$ cat src/rtl/password_pkg.sv
// Package: password_pkg
// Shared definitions for the password lock sequencer.
//  - state_t : FSM state codes as seen on state_o
//  - DIGIT_W : width of one BCD digit
//  - BLANK   : nibble the HEX decoders render as an unlit digit
//  - digit_valid() : true for BCD digits 0..9
package password_pkg;

  localparam int DIGIT_W = 4;
  localparam logic [DIGIT_W-1:0] BLANK = 4'hF;

  typedef enum logic [2:0] {
    IDLE    = 3'd0,
    ENTRY   = 3'd1,
    CHECK   = 3'd2,
    FAIL    = 3'd3,
    OPEN    = 3'd4,
    LOCKOUT = 3'd5,
    CHANGE  = 3'd6
  } state_t;

  function automatic logic digit_valid(input logic [DIGIT_W-1:0] d);
    return d <= 4'd9;
  endfunction

endpackage

$ cat src/rtl/password_entry_ctrl_sec_tick_gen.sv
// Module: sec_tick_gen
// Emits a 1-cycle tick once every CLK_HZ cycles. A synchronous restart
// zeroes the counter so the next tick arrives a full period later.
// Ports:
//  clk        in  system clock
//  rst_a_n    in  asynchronous reset, active-low
//  restart_i  in  synchronous counter restart
//  tick_o     out 1-cycle pulse per period
module sec_tick_gen #(
  parameter int CLK_HZ = 50_000_000
) (
  input  logic clk,
  input  logic rst_a_n,
  input  logic restart_i,
  output logic tick_o
);

  localparam int CNT_W = (CLK_HZ > 1) ? $clog2(CLK_HZ) : 1;
  localparam logic [CNT_W-1:0] LAST = CNT_W'(CLK_HZ - 1);

  logic [CNT_W-1:0] cnt_q;

  // Free-running period counter; wraps at LAST or on restart.
  always_ff @(posedge clk or negedge rst_a_n) begin
    if (!rst_a_n) begin
      cnt_q <= '0;
    end else if (restart_i || cnt_q == LAST) begin
      cnt_q <= '0;
    end else begin
      cnt_q <= cnt_q + 1'b1;
    end
  end

  assign tick_o = (cnt_q == LAST);

endmodule

$ cat src/rtl/password_entry_ctrl.sv
// Module: password_entry_ctrl
// Sequencer for the password lock: captures BCD digits on enter strobes,
// checks the code, counts retries, runs the timed lockout and drives the
// status/digit buses for the HEX display logic. All outputs are registered.
// Optional feature: define PASSWORD_CHANGE_EN to allow a new code to be
// entered from OPEN (state CHANGE). Without it the code is DEFAULT_CODE.
// Ports:
//  clk, rst_a_n  clock, asynchronous active-low reset
//  digit_i       BCD digit from switches
//  enter_i       1-cycle digit strobe
//  clear_i       1-cycle abort / relock strobe
//  state_o       current state (password_pkg::state_t code)
//  entered_o     digits entered so far, newest in the low nibble
//  n_entered_o   number of digits entered
//  unlock_o      high while unlocked
//  locked_o      high while in LOCKOUT
//  tries_left_o  remaining attempts
//  lock_secs_o   seconds left in lockout, 0 otherwise
module password_entry_ctrl import password_pkg::*; #(
  parameter int CLK_HZ = 50_000_000,
  parameter int N_DIGITS = 4,
  parameter int MAX_TRIES = 3,
  parameter int LOCK_SEC = 10,
  parameter logic [N_DIGITS*4-1:0] DEFAULT_CODE = 16'h1234
) (
  input  logic                  clk,
  input  logic                  rst_a_n,
  input  logic [3:0]            digit_i,
  input  logic                  enter_i,
  input  logic                  clear_i,
  output logic [2:0]            state_o,
  output logic [N_DIGITS*4-1:0] entered_o,
  output logic [2:0]            n_entered_o,
  output logic                  unlock_o,
  output logic                  locked_o,
  output logic [2:0]            tries_left_o,
  output logic [7:0]            lock_secs_o
);

  localparam int CW = N_DIGITS * DIGIT_W;
  localparam logic [2:0] TRIES_INIT = 3'(MAX_TRIES);
  localparam logic [7:0] SECS_INIT = 8'(LOCK_SEC);
  localparam logic [2:0] N_FULL = 3'(N_DIGITS);

  state_t        state_q, state_d;
  logic [CW-1:0] entered_q, entered_d;
  logic [2:0]    n_q, n_d;
  logic          unlock_q, unlock_d;
  logic          locked_q, locked_d;
  logic [2:0]    tries_q, tries_d;
  logic [7:0]    secs_q, secs_d;
  logic [CW-1:0] stored_code;
  logic [CW-1:0] shifted;
  logic          digit_ok;
  logic          restart;
  logic          tick;

`ifdef PASSWORD_CHANGE_EN
  logic [CW-1:0] stored_d;

  // The stored code is writable from CHANGE and reverts to default on reset.
  always_ff @(posedge clk or negedge rst_a_n) begin
    if (!rst_a_n) begin
      stored_code <= DEFAULT_CODE;
    end else begin
      stored_code <= stored_d;
    end
  end
`else
  assign stored_code = DEFAULT_CODE;
`endif

  assign digit_ok = digit_valid(digit_i);
  assign shifted  = {entered_q[CW-DIGIT_W-1:0], digit_i};

  // Restart the second counter on the transition into a timed state so
  // the first second there is full length.
  assign restart = (state_d != state_q) && (state_d == FAIL || state_d == LOCKOUT);

  sec_tick_gen #(.CLK_HZ(CLK_HZ)) u_tick (
    .clk       (clk),
    .rst_a_n   (rst_a_n),
    .restart_i (restart),
    .tick_o    (tick)
  );

  // State and output registers.
  always_ff @(posedge clk or negedge rst_a_n) begin
    if (!rst_a_n) begin
      state_q   <= IDLE;
      entered_q <= '0;
      n_q       <= '0;
      unlock_q  <= 1'b0;
      locked_q  <= 1'b0;
      tries_q   <= TRIES_INIT;
      secs_q    <= '0;
    end else begin
      state_q   <= state_d;
      entered_q <= entered_d;
      n_q       <= n_d;
      unlock_q  <= unlock_d;
      locked_q  <= locked_d;
      tries_q   <= tries_d;
      secs_q    <= secs_d;
    end
  end

  // Next-state logic. clear_i is tested before enter_i wherever it is honoured.
  always_comb begin
    state_d   = state_q;
    entered_d = entered_q;
    n_d       = n_q;
    tries_d   = tries_q;
    secs_d    = secs_q;
`ifdef PASSWORD_CHANGE_EN
    stored_d  = stored_code;
`endif
    case (state_q)
      IDLE, ENTRY: begin
        if (clear_i) begin
          state_d   = IDLE;
          entered_d = '0;
          n_d       = '0;
        end else if (enter_i && digit_ok) begin
          entered_d = shifted;
          n_d       = n_q + 3'd1;
          state_d   = (n_q + 3'd1 == N_FULL) ? CHECK : ENTRY;
        end
      end
      CHECK: begin
        if (entered_q == stored_code) begin
          state_d = OPEN;
          tries_d = TRIES_INIT;
        end else if (tries_q <= 3'd1) begin
          state_d = LOCKOUT;
          tries_d = '0;
          secs_d  = SECS_INIT;
        end else begin
          state_d = FAIL;
          tries_d = tries_q - 3'd1;
        end
      end
      FAIL: begin
        if (tick) begin
          state_d   = IDLE;
          entered_d = '0;
          n_d       = '0;
        end
      end
      OPEN: begin
        if (clear_i) begin
          state_d   = IDLE;
          entered_d = '0;
          n_d       = '0;
        end
`ifdef PASSWORD_CHANGE_EN
        else if (enter_i && digit_ok) begin
          state_d   = CHANGE;
          entered_d = {{(CW-DIGIT_W){1'b0}}, digit_i};
          n_d       = 3'd1;
        end
`endif
      end
`ifdef PASSWORD_CHANGE_EN
      CHANGE: begin
        if (clear_i) begin
          state_d   = IDLE;
          entered_d = '0;
          n_d       = '0;
        end else if (enter_i && digit_ok) begin
          if (n_q + 3'd1 == N_FULL) begin
            stored_d  = shifted;
            state_d   = IDLE;
            entered_d = '0;
            n_d       = '0;
          end else begin
            entered_d = shifted;
            n_d       = n_q + 3'd1;
          end
        end
      end
`endif
      LOCKOUT: begin
        if (tick) begin
          if (secs_q <= 8'd1) begin
            state_d   = IDLE;
            secs_d    = '0;
            tries_d   = TRIES_INIT;
            entered_d = '0;
            n_d       = '0;
          end else begin
            secs_d = secs_q - 8'd1;
          end
        end
      end
      default: begin
        state_d   = IDLE;
        entered_d = '0;
        n_d       = '0;
      end
    endcase
    unlock_d = (state_d == OPEN) || (state_d == CHANGE);
    locked_d = (state_d == LOCKOUT);
  end

  assign state_o      = state_q;
  assign entered_o    = entered_q;
  assign n_entered_o  = n_q;
  assign unlock_o     = unlock_q;
  assign locked_o     = locked_q;
  assign tries_left_o = tries_q;
  assign lock_secs_o  = secs_q;

endmodule

$ cat config.mk
export PLATFORM = sky130hd
export DESIGN_NAME = password_entry_ctrl
export DESIGN_NICKNAME = d
export VERILOG_FILES = /design/src/rtl/password_pkg.sv /design/src/rtl/password_entry_ctrl_sec_tick_gen.sv /design/src/rtl/password_entry_ctrl.sv
export SDC_FILE = /design/constraint.sdc
export NUM_CORES = 1
export LEC_CHECK = 0
export ABC_AREA = 0
export CAP_MARGIN = 0
export CORE_MARGIN = 2
export CORE_UTILIZATION = 30
export DETAILED_ROUTE_END_ITERATION = 12
export MAX_ROUTING_LAYER = met4
export PLACE_DENSITY = 0.6
export SLEW_MARGIN = 20
export SYNTH_ARGS = -nofsm -noshare
export SYNTH_HDL_FRONTEND = slang
export SYNTH_SLANG_ARGS = --single-unit
$ cat constraint.sdc
create_clock -name clk -period 2.55 [get_ports clk]
set_input_delay 0.51 -clock clk [delete_from_list [all_inputs] [get_ports clk]]
set_output_delay 0.51 -clock clk [all_outputs]
set_load 0.01 [all_outputs]
* Word level (Yosys, flattened, before mapping)
Cells that the tools add are included.
** Storage, ports and cells
- Bits of input ports :: 8
- Bits in registers :: 61
- Output and inout port bits :: 35
** Operators by class
- Magnitude comparators :: 3
- Eq/ne operators :: 20
- Reductions and logical operators :: 11
- Bitwise operators :: 1
- Add/sub/neg operators :: 4
- Mux-type cells :: 35
** Operators with widths (number)
- 16-bit two-way mux :: 6
- 16-bit case mux with 5 select lines :: 1
- 3-bit two-way mux :: 18
- 8-bit two-way mux :: 4
- 3-bit case mux with 5 select lines :: 2
- 26-bit by 1-bit adder with 26-bit output, second input constant :: 1
- 26-bit equality test, second input constant :: 1
- 26-bit two-way mux :: 1
- 3-bit equality test, second input constant :: 6
- 16-bit by 13-bit equality test with 1-bit output, second input constant :: 1
- 8-bit case mux with 2 select lines :: 1
- 2-bit inequality test, second input constant :: 6
- 3-bit by 2-bit equality test with 1-bit output, second input constant :: 3
- 8-bit by 1-bit less-or-equal comparator with 1-bit output, second input constant :: 1
- 8-bit by 1-bit subtractor with 8-bit output, second input constant :: 1
- 3-bit case mux with 2 select lines :: 1
- 6-bit AND reduction :: 1
- 4-bit less-or-equal comparator, second input constant :: 1
- 4-bit AND reduction :: 1
- 3-bit by 1-bit adder with 3-bit output, second input constant :: 1
- 3-bit by 1-bit equality test with 1-bit output, second input constant :: 1
- 3-bit by 1-bit less-or-equal comparator with 1-bit output, second input constant :: 1
- 3-bit logical NOT :: 1
- 1-bit logical OR :: 3
- 9 further kinds :: 10

* Longest topological paths before layout
Gate-level depths: netlist (run 1).
- Word-level depth :: 11
- Mapped depth :: 8
- Gate-level depth less buffers :: 7

* Cells and area by module
A second synthesis (run 1) with hierarchy kept.
** Unflattened totals
- Cell total of the unflattened synthesis :: 344
- Area total of the unflattened synthesis :: 3425.8 um^2
** By module, submodules not included
- password_entry_ctrl :: cells an instance 200, area each 2040.7 um^2, times used 1
- sec_tick_gen :: cells an instance 144, area each 1385.1 um^2, times used 1

* Worst setup path before layout (run 1)
No wires, ideal clock.
- Path kind :: register to register
- From :: reg secs_q[2], in the netlist lock_secs_o[2]
- To :: reg tries_q[0], in the netlist tries_left_o[0]
- Data required time :: 2.468 ns
- Stages on the path, launching flop included :: 7
- Library setup time :: 0.082 ns
- Buffers on the path :: 1
- Slack :: -0.026 ns
- Data arrival time :: 2.493 ns
- Cell sequence :: dfrtp_1 or4_1 buf_2 or4_1 or3_1 o21bai_2 mux2_2
** Between the ends
- Cells in the longest elaborated chain, start to end :: 3
** Ends and longest elaborated chain
- from (decl) :: line password_entry_ctrl.sv:51 : logic [7:0] secs_q, secs_d;
- from (signal assigned) :: line password_entry_ctrl.sv:104 : secs_q <= secs_d;
- 8-bit by 1-bit less-or-equal comparator with 1-bit output :: line password_entry_ctrl.sv:185 : if (secs_q <= 8'd1) begin
- 2-bit inequality test (no line)
- 3-bit AND reduction (no line)
- to (signal assigned) :: line password_entry_ctrl.sv:103 : tries_q <= tries_d;
- to (decl) :: line password_entry_ctrl.sv:50 : logic [2:0] tries_q, tries_d;
No other way between the ends.
A chain may end at the register's enable or synchronous reset.

* Worst setup path after layout (run 1)
- From :: reg secs_q[2], in the netlist lock_secs_o[2]
- To :: reg tries_q[1], in the netlist tries_left_o[1]
Same word-level chain as after synthesis.

==> impl_metrics.toml, run 1 <==
[status]
status = "finished, final reports clean"

[setup_path]
crit_family = "simple AND/OR/NAND/NOR gates"
cpPeakStageDelay_ps = 560
setup.worst_path.class = "reg2reg"
startpoint_type = "register"
endpoint_kind = "register"
critPathBufInv = 0
critPathRequiredTime_ps = 2810
worstPathMaxFanout = 3
slowest_stage = "or4_4"
crit_chain = "or4_4 -> or4_1 -> or3_4 -> o21bai_4 -> mux2_2"
worstPathArrival_ps = 2730

[yosys]
synth-edff-count = 0
syn-cell-area_sq_um = 3230
syn_nets = 331
synthTopCellsByCount = "dfrtp_1, nor2_1, nand4_1, nand2_1, xnor2_1"
synth_top_cell_by_area = "dfrtp_1"
ys_seq_area_share_pct = 47.3
yosys_warnings = 0
netlist.area_leader.share_pct = 45.7
syn_inst = 316
yosys-top-cells-area = "dfrtp_1, xnor2_1, nor2_1"
ys_types = 54
synth.most_common_cell = "dfrtp_1"
ys.flop_type = "dfrtp_1"
ys_async_sr_fraction_pct = 100
synth_seq_cells = 61
avgSynthCellArea_sq_um = 10.2

[clock_network]
cts-buffers-inserted = 9
ctsLongestPathBuffers = 2
cts_tree = "done"
clkTransAtPathRegs_ps = 80
hold_buffers = 0
htreeDepth = 3
cts_sinks = 61
insertion_delay_ps = 340
cts_root_buffer = "clkbuf_8"

[routing]
firstDrtPassIters = 4
via_count = 2650
avgRoutedWirePerCell_um = 14.5
avgViaCountPerCell = 5.13
routed_wl_um = 7500
ant_nets = 0
drt_iter0_drc = 118
drc = 0

[sta]
rsz0062_at_grt = "no"
finalClockSkew_ps = 12.8
finalHoldViolations = 0
tns_ps = 0
period_minus_slack_ps = 2470
drv_slew = 0
worstMarginPinSlew_ps = 610
slew_headroom_pct = 58.9
fin_ws_ps = 81.2
fin_crit_sh_pct = 96.8
setup_viol = 0
max_freq_ghz = 0.405

[power]
p_per_area_nw_per_um2 = 452
peakVddDrop_v = 0.000230
power_leakage_uw = 0.00180

[floorplan]
initial_core_util_pct = 31.1
die_x_um = 108
core-area_sq_um = 10400
rows = 37
dieArea_sq_um = 11600
fp.dieH_um = 108
num_io_pins = 43

[global_route]
gr-total-overflow = 0
grt_first_pass_wirelength_um = 12700
grt_max_degree = 43
grtUsageTotal_pct = 14.1
antenna_found_initial = 0
grt_pass1_vias = 2672

[cells_and_area]
nets = 391
stdcell_count = 517
drive_above_1_share_pct = 17.1
diodes = 0
syn_to_final_growth_pct = 27.6

[placed_design]
dpl_worst_slack_ps = 69.3
io_buffers = 42
place_congestion = 0.789
dp_cells = 501
dp_hpwl_um = 5250

[min_path]
hold_class = "in2async"

[job]
maxCapViolCount = 0
-- per-layer routing --
layer / global-route usage (%) / vias up / part of all wire (%)
met5: - / - / 0
met4: 6.78 / 0 / 2.2
met3: 2.97 / 11 / 4.0
met2: 20.8 / 66 / 46
met1: 18.5 / 1309 / 48
li1: - / 1264 / -
-- cell usage in the layout, fill, tap and decap left out, drive strengths merged, types with 2 or more instances in the layout --
master,instances
dfrtp,59
clkdlybuf4s50,41
nor2,36
nand4,21
nand2,20
xnor2,17
buf,17
inv,13
nor3,12
a21bo,12
nand3,11
o21ai,10
clkbuf,9
xor2,8
ha,7
nor4,6
mux2,6
and2,5
nand2b,4
nor4b,4
and3,4
o2bb2ai,4
mux2i,4
clkinv,4
and4,3
or2,3
or4,3
nand3b,2
nor3b,2
and4b,2
a31oi,2
a21oi,2
o32ai,2
o211ai,2
clkinvlp,2
dfstp,2
o31ai,2
or3,2
o21bai,2
-- cell families (layout without fill, tap and decap cells) --
group	count (synthesis)	in the layout	synth area share (%)
compound gates	48	48	12.8
xor+xnor	25	25	6.78
fa+ha+maj	7	7	2.71
buf+inv	22	87	3.06
flops	61	61	47.3
mux	10	10	3.33
simple gates	143	143	23.9
-- power by group --
| group | leakage [uW] | total, uW | internal, uW | switching (uW) |
|---|---|---|---|---|
| combinational | 0.000903 | 36.4 | 13.3 | 23.1 |
| sequential | 0.000803 | 967 | 967 | 0 |
| clock | 0.0000954 | 858 | 454 | 404 |
-- flip-flops by register name, indices dropped and copies added (netlist names) --
register / cells
u_tick.cnt_q: 26
entered_o: 16
lock_secs_o: 8
n_entered_o: 3
state_o: 3
tries_left_o: 3
locked_o: 1
unlock_o: 1
-- cell type report --
cell class	count	area [sq um]
clock buffer	9	124
timing repair buffer	58	548
tap	136	170
sequential	61	1530
fill	1047	6250
multi-input combinational	233	1620
inverter	13	48.8
clock inverter	7	76.3
-- metrics by stage --
stage	power [uW]	util, %	instance area (sq um)	hold WS [ps]
final	1860	39.7	4120	117
after global routing	1940	39.7	4120	137
after global placement	1020	37.7	3910	481
after CTS	1890	39.6	4110	119
after floorplan	987	-	3240	214
after detailed placement	1020	37.7	3910	482
-- worst paths after layout --
check	depth (start not counted)	slack, ps	endpoint	start
min in group clk	1	490	u_tick.cnt_q[0]	u_tick.cnt_q[0]
worst min-delay path	1	120	entered_o[10]	rst_a_n
worst max-delay path	5	80	tries_left_o[1]	lock_secs_o[2]
worst max register to register	5	80	tries_left_o[1]	lock_secs_o[2]
worst min register to register	1	490	u_tick.cnt_q[0]	u_tick.cnt_q[0]
max in group asynchronous	2	1790	tries_left_o[1]	rst_a_n
-- what timing repair did --
action	4_1_cts	5_1_grt
buffers inserted	0	0
gates resized for setup	0	2
setup endpoints to repair	0	8
No activity file was read; power rests on OpenSTA's default activity.
==> inputs of run 2 (changes only) <==
CTS_BUF_LIST = sky130_fd_sc_hd__clkbuf_16   (was unset)
==> run 2 against run 1 <==
  * Combinational power barely moved
  * Register-to-register slack about the same
  * Count of clock-buffer cells in the layout did not move
  * Hold slack improved by 20 ps
  * Sequential share of layout area fell by 0.89 points
  * Clock power is 40% higher
  * Critical path depth unchanged
  * Core utilization up 0.98 points
  * Critical path type unchanged
  * Clock skew down 6.5 ps
  * Critical endpoint unchanged
  * Flip-flop and latch count unchanged
  * Worst setup slack worse by 2.7 ps
==> impl_metrics.toml, run 2 (synthesis gave the netlist of run 1 again) <==
[sta]
slew_headroom_pct = 60.4
tns_ps = 0
finalHoldViolations = 0
fin_crit_sh_pct = 96.9
finalClockSkew_ps = 6.31
max_freq_ghz = 0.405
setup_viol = 0
rsz0062_at_grt = "no"
period_minus_slack_ps = 2470
worstMarginPinSlew_ps = 588
drv_slew = 0

[clock_network]
ctsLongestPathBuffers = 2
cts_root_buffer = "clkbuf_16"
htreeDepth = 3
ctsResizeCount = 0
cts_sinks = 61
hold_buffers = 0
insertion_delay_ps = 330
cts-buffers-inserted = 9
cts_setup_buffers = 0
clkTransAtPathRegs_ps = 60
cts_tree = "done"

[power]
p_per_area_nw_per_um2 = 523
power_leakage_uw = 0.00185
peakVddDrop_v = 0.000238
power_uw = 2210

[cells_and_area]
drive_above_1_share_pct = 17.1
largest_reg_flops = 26
diodes = 0
final_common_cell = "dfrtp_1"
syn_to_final_growth_pct = 30.7
regMostFlops = "u_tick.cnt_q"
mostFrequentLayoutCells = "dfrtp_1, clkdlybuf4s50_1, nor2_1, nand4_1, nand2_1"
nets = 391

[placed_design]
dp_hpwl_um = 5250
place_congestion = 0.789
io_buffers = 42

[setup_path]
critPathRequiredTime_ps = 2800
slowest_stage = "or4_4"
setup.worst_path.class = "reg2reg"
cpPeakStageDelay_ps = 560
endpoint_kind = "register"
crit_chain = "or4_4 -> or4_1 -> or3_4 -> o21bai_4 -> mux2_2"
worstPathArrival_ps = 2720
startpoint_type = "register"
worstPathMaxFanout = 3

[global_route]
grt_first_pass_wirelength_um = 12800
grt_max_degree = 43
grtUsageTotal_pct = 14.1
gr-total-overflow = 0
antenna_found_initial = 0
grt_pass1_vias = 2658

[routing]
firstDrtPassIters = 4
ant_nets = 0
avgViaCountPerCell = 5.11
drt_iter0_drc = 116
drc = 0
avgRoutedWirePerCell_um = 14.6
routed_wl_um = 7540
via_count = 2641

[floorplan]
initial_core_util_pct = 31.1
core-area_sq_um = 10400
fp.dieH_um = 108
rows = 37
die_x_um = 108
dieArea_sq_um = 11600
num_io_pins = 43

[status]
status = "finished, final reports clean"

[job]
maxCapViolCount = 0

[min_path]
hold_class = "in2async"
==> run 2: cell counts in the layout (fill, tap and decap cells not counted) <==
No cell type changed its count.
==> run 2: area by class of cell <==
| class | count | area, sq um |
|---|---|---|
| Fill cell | 1033 | 6150 |
| Multi-Input combinational cell | 233 | 1620 |
| Sequential cell | 61 | 1530 |
| Timing Repair Buffer | 58 | 548 |
| Clock buffer | 9 | 225 |
| Tap cell | 136 | 170 |
| Clock inverter | 7 | 76.3 |
| Inverter | 13 | 48.8 |
==> run 2: worst max-delay path: cells and delay by family, from the launching register on <==
family           cells  cell delay [ps]
AO/OA/AOI/OAI        1              180
AND/OR/NAND/NOR      3             1470
flip-flops           1              400
multiplexers         1              350
==> run 2: final timing paths <==
path / end / from / depth (start not counted) / slack, ps
max in group asynchronous: tries_left_o[0] / rst_a_n / 2 / 1780
max reg2reg: tries_left_o[1] / lock_secs_o[2] / 5 / 80
min: entered_o[10] / rst_a_n / 1 / 140
min reg2reg: u_tick.cnt_q[0] / u_tick.cnt_q[0] / 1 / 490
min in group clk: u_tick.cnt_q[0] / u_tick.cnt_q[0] / 1 / 490
max: tries_left_o[1] / lock_secs_o[2] / 5 / 80
==> run 2: metrics by stage <==
| stage | util, % | instance area (sq um) | hold WS [ps] | cells | worst slack (ps) |
|---|---|---|---|---|---|
| after floorplan | - | 3240 | 214 | 316 | 14.9 |
| after global placement | 37.7 | 3910 | 481 | 501 | 93.0 |
| after detailed placement | 37.7 | 3910 | 482 | 501 | 69.3 |
| after CTS | 40.6 | 4210 | 141 | 517 | 40.1 |
| after global routing | 40.7 | 4220 | 169 | 517 | 42.2 |
| final | 40.7 | 4220 | 137 | 517 | 78.5 |
==> run 2: report_power, final <==
group	total (uW)	internal (uW)	switching, uW
registers	969	969	0
logic	36.5	13.3	23.2
clock network	1200	758	447
==> run 2: per-layer routing <==
| metal | up-vias | global-route usage [%] | wire length [um] |
|---|---|---|---|
| li1 | 1263 | - | - |
| met1 | 1297 | 18.6 | 3600 |
| met2 | 75 | 21.2 | 3480 |
| met3 | 6 | 3.39 | 357 |
| met4 | 0 | 5.31 | 102 |
| met5 | - | - | 0 |
==> inputs of run 3 (changes only) <==
ABC_AREA = 1   (was 0)
==> run 3 against run 2 <==
  * Count of clock-buffer cells in the layout unchanged
  * Synthesized cell count rose by 57%
  * Clock power is 8% higher
  * Design area rose by 5.9%
  * Area after synthesis rose by 11%
  * Register-to-register slack improved by 320 ps
  * First-iteration DRC count up 61%
  * Power rose by 33%
  * Clock skew increased by 2.5 ps
  * Maximum frequency is 15% higher
==> impl_metrics.toml, run 3 <==
[status]
status = "finished, final reports clean"

[cells_and_area]
syn_to_final_growth_pct = 24.5
drive_above_1_share_pct = 6.56
largest_reg_flops = 26
final_common_cell = "nand2_1"
regMostFlops = "u_tick.cnt_q"
nets = 559
final_core_util_pct = 38.7
fillerInstances = 1196
mostFrequentLayoutCells = "nand2_1, nor2_1, inv_1, dfrtp_1, clkdlybuf4s50_1"
diodes = 0

[placed_design]
dp_hpwl_um = 6250
io_buffers = 42
place_congestion = 0.860

[floorplan]
die_x_um = 113
dieArea_sq_um = 12900
num_io_pins = 43
rows = 39
fp.dieH_um = 113
core-area_sq_um = 11600
initial_core_util_pct = 31.0

[global_route]
grt_max_degree = 28
grtUsageTotal_pct = 14.8
grt_pass1_vias = 3241
antenna_found_initial = 0
grt_first_pass_wirelength_um = 15000
gr-total-overflow = 0

[yosys]
synth.most_common_cell = "nand2_1"
syn_inst = 495
avgSynthCellArea_sq_um = 7.25
ys_seq_area_share_pct = 42.6
syn-cell-area_sq_um = 3590
yosys_warnings = 0
syn_nets = 510
synth-edff-count = 0
yosys-top-cells-area = "dfrtp_1, nand2_1, nor2_1"
synthTopCellsByCount = "nand2_1, nor2_1, inv_1, dfrtp_1, nand4_1"
ys_types = 30
ys.flop_type = "dfrtp_1"
netlist.area_leader.share_pct = 41.1
ys_async_sr_fraction_pct = 100
synth_top_cell_by_area = "dfrtp_1"
synth_seq_cells = 61

[clock_network]
htreeDepth = 3
ctsResizeCount = 0
cts_root_buffer = "clkbuf_16"
insertion_delay_ps = 330
cts_setup_buffers = 0
cts_sinks = 61
cts-buffers-inserted = 9
hold_buffers = 0
ctsLongestPathBuffers = 2
cts_tree = "done"
clkTransAtPathRegs_ps = 50

[setup_path]
critPathBufInv = 3
crit_chain = "inv_1 -> ha_1 -> nor2_1 -> nor3_4 -> inv_2 -> a21oi_4 -> buf_4 -> nand4_1 -> nand2_1"
reg2reg_depth = 9
startpoint_type = "register"
cpPeakStageDelay_ps = 400
slowest_stage = "dfrtp_1"
crit_family = "simple AND/OR/NAND/NOR gates"
r2r_slack_ps = 400
worstPathArrival_ps = 2400
worstReg2RegEnd = "entered_o[9]"
endpoint_kind = "register"
reg2reg_from = "lock_secs_o[0]"
worstPathMaxFanout = 19
setup.worst_path.class = "reg2reg"
critPathRequiredTime_ps = 2810

[min_path]
hold_class = "in2async"

[routing]
ant_nets = 0
firstDrtPassIters = 4
avgViaCountPerCell = 4.78
avgRoutedWirePerCell_um = 12.4
drc = 0
routed_wl_um = 8590
drt_iter0_drc = 187
via_count = 3308

[power]
peakVddDrop_v = 0.000272
combinationalPowerShare_pct = 16.8
seqPwrFrac_pct = 39.1
clockPowerShare_pct = 44.1
p_sw_uw = 824
sw_frac_of_total_pct = 28.0
p_per_area_nw_per_um2 = 658
power_leakage_uw = 0.00217
p_int_uw = 2120

[sta]
setup_viol = 0
hold_ws_ps = 157
fin_crit_sh_pct = 84.2
period_minus_slack_ps = 2150
tns_ps = 0
finalClockSkew_ps = 8.81
finalHoldViolations = 0
rsz0062_at_grt = "no"
max_freq_ghz = 0.466
slew_headroom_pct = 46.0
worstMarginPinSlew_ps = 811
drv_slew = 0

[job]
maxCapViolCount = 0
run 3: kinds of logic after synthesis:
family	Yosys count	synth area share (%)
and+or+nand+nor	301	36.6
buffers and inverters	83	9.79
DFF	61	42.6
AOI/OAI and AO/OA	25	4.15
xor gates and xnor gates	18	4.39
adders and majority gates	7	2.44
run 3: layout make-up:
cell class	count	area, sq um	share of cell area, %
timing repair buffer	49	468	10.5
sequential	61	1530	34.2
tap	143	179	4.00
clock inverter	7	90.1	2.02
clock buffer	9	225	5.04
inverter	72	270	6.05
multi-input combinational	351	1710	38.2
run 3: worst max path at each step:
stage / start / slack, ps / endpoint / cells past startpoint
finish: lock_secs_o[0] / 400 / entered_o[9] / 9
global route: u_tick.cnt_q[0] / 140 / entered_o[12] / 8
CTS: lock_secs_o[0] / 390 / entered_o[9] / 9
detailed placement: lock_secs_o[0] / 420 / entered_o[5] / 9
global placement: lock_secs_o[0] / 440 / entered_o[12] / 9
floorplan: lock_secs_o[0] / 670 / entered_o[11] / 10
run 3: metal layers:
metal / global-route usage, % / routed length (um)
met4: 6.50 / 173
met2: 22.5 / 3990
met1: 19.6 / 4150
met5: - / 0
met3: 2.34 / 264
run 3: through the flow:
stage	cell area, sq um	instances	power (uW)	setup WS, ps
floorplan	3590	495	1490	672
global placement	4160	676	1650	439
detailed placement	4160	676	1670	421
CTS	4470	692	2980	387
global route	4470	692	3110	144
finish	4470	692	2940	403
run 3: power groups by stage:
stage          logic, uW  clock network, uW  registers [uW]
2_1_floorplan        328                  0            1160
3_3_place_gp         489                  0            1160
3_5_place_dp         499                  0            1170
4_1_cts              502               1320            1150
5_1_grt              568               1370            1170
6_report             493               1300            1150
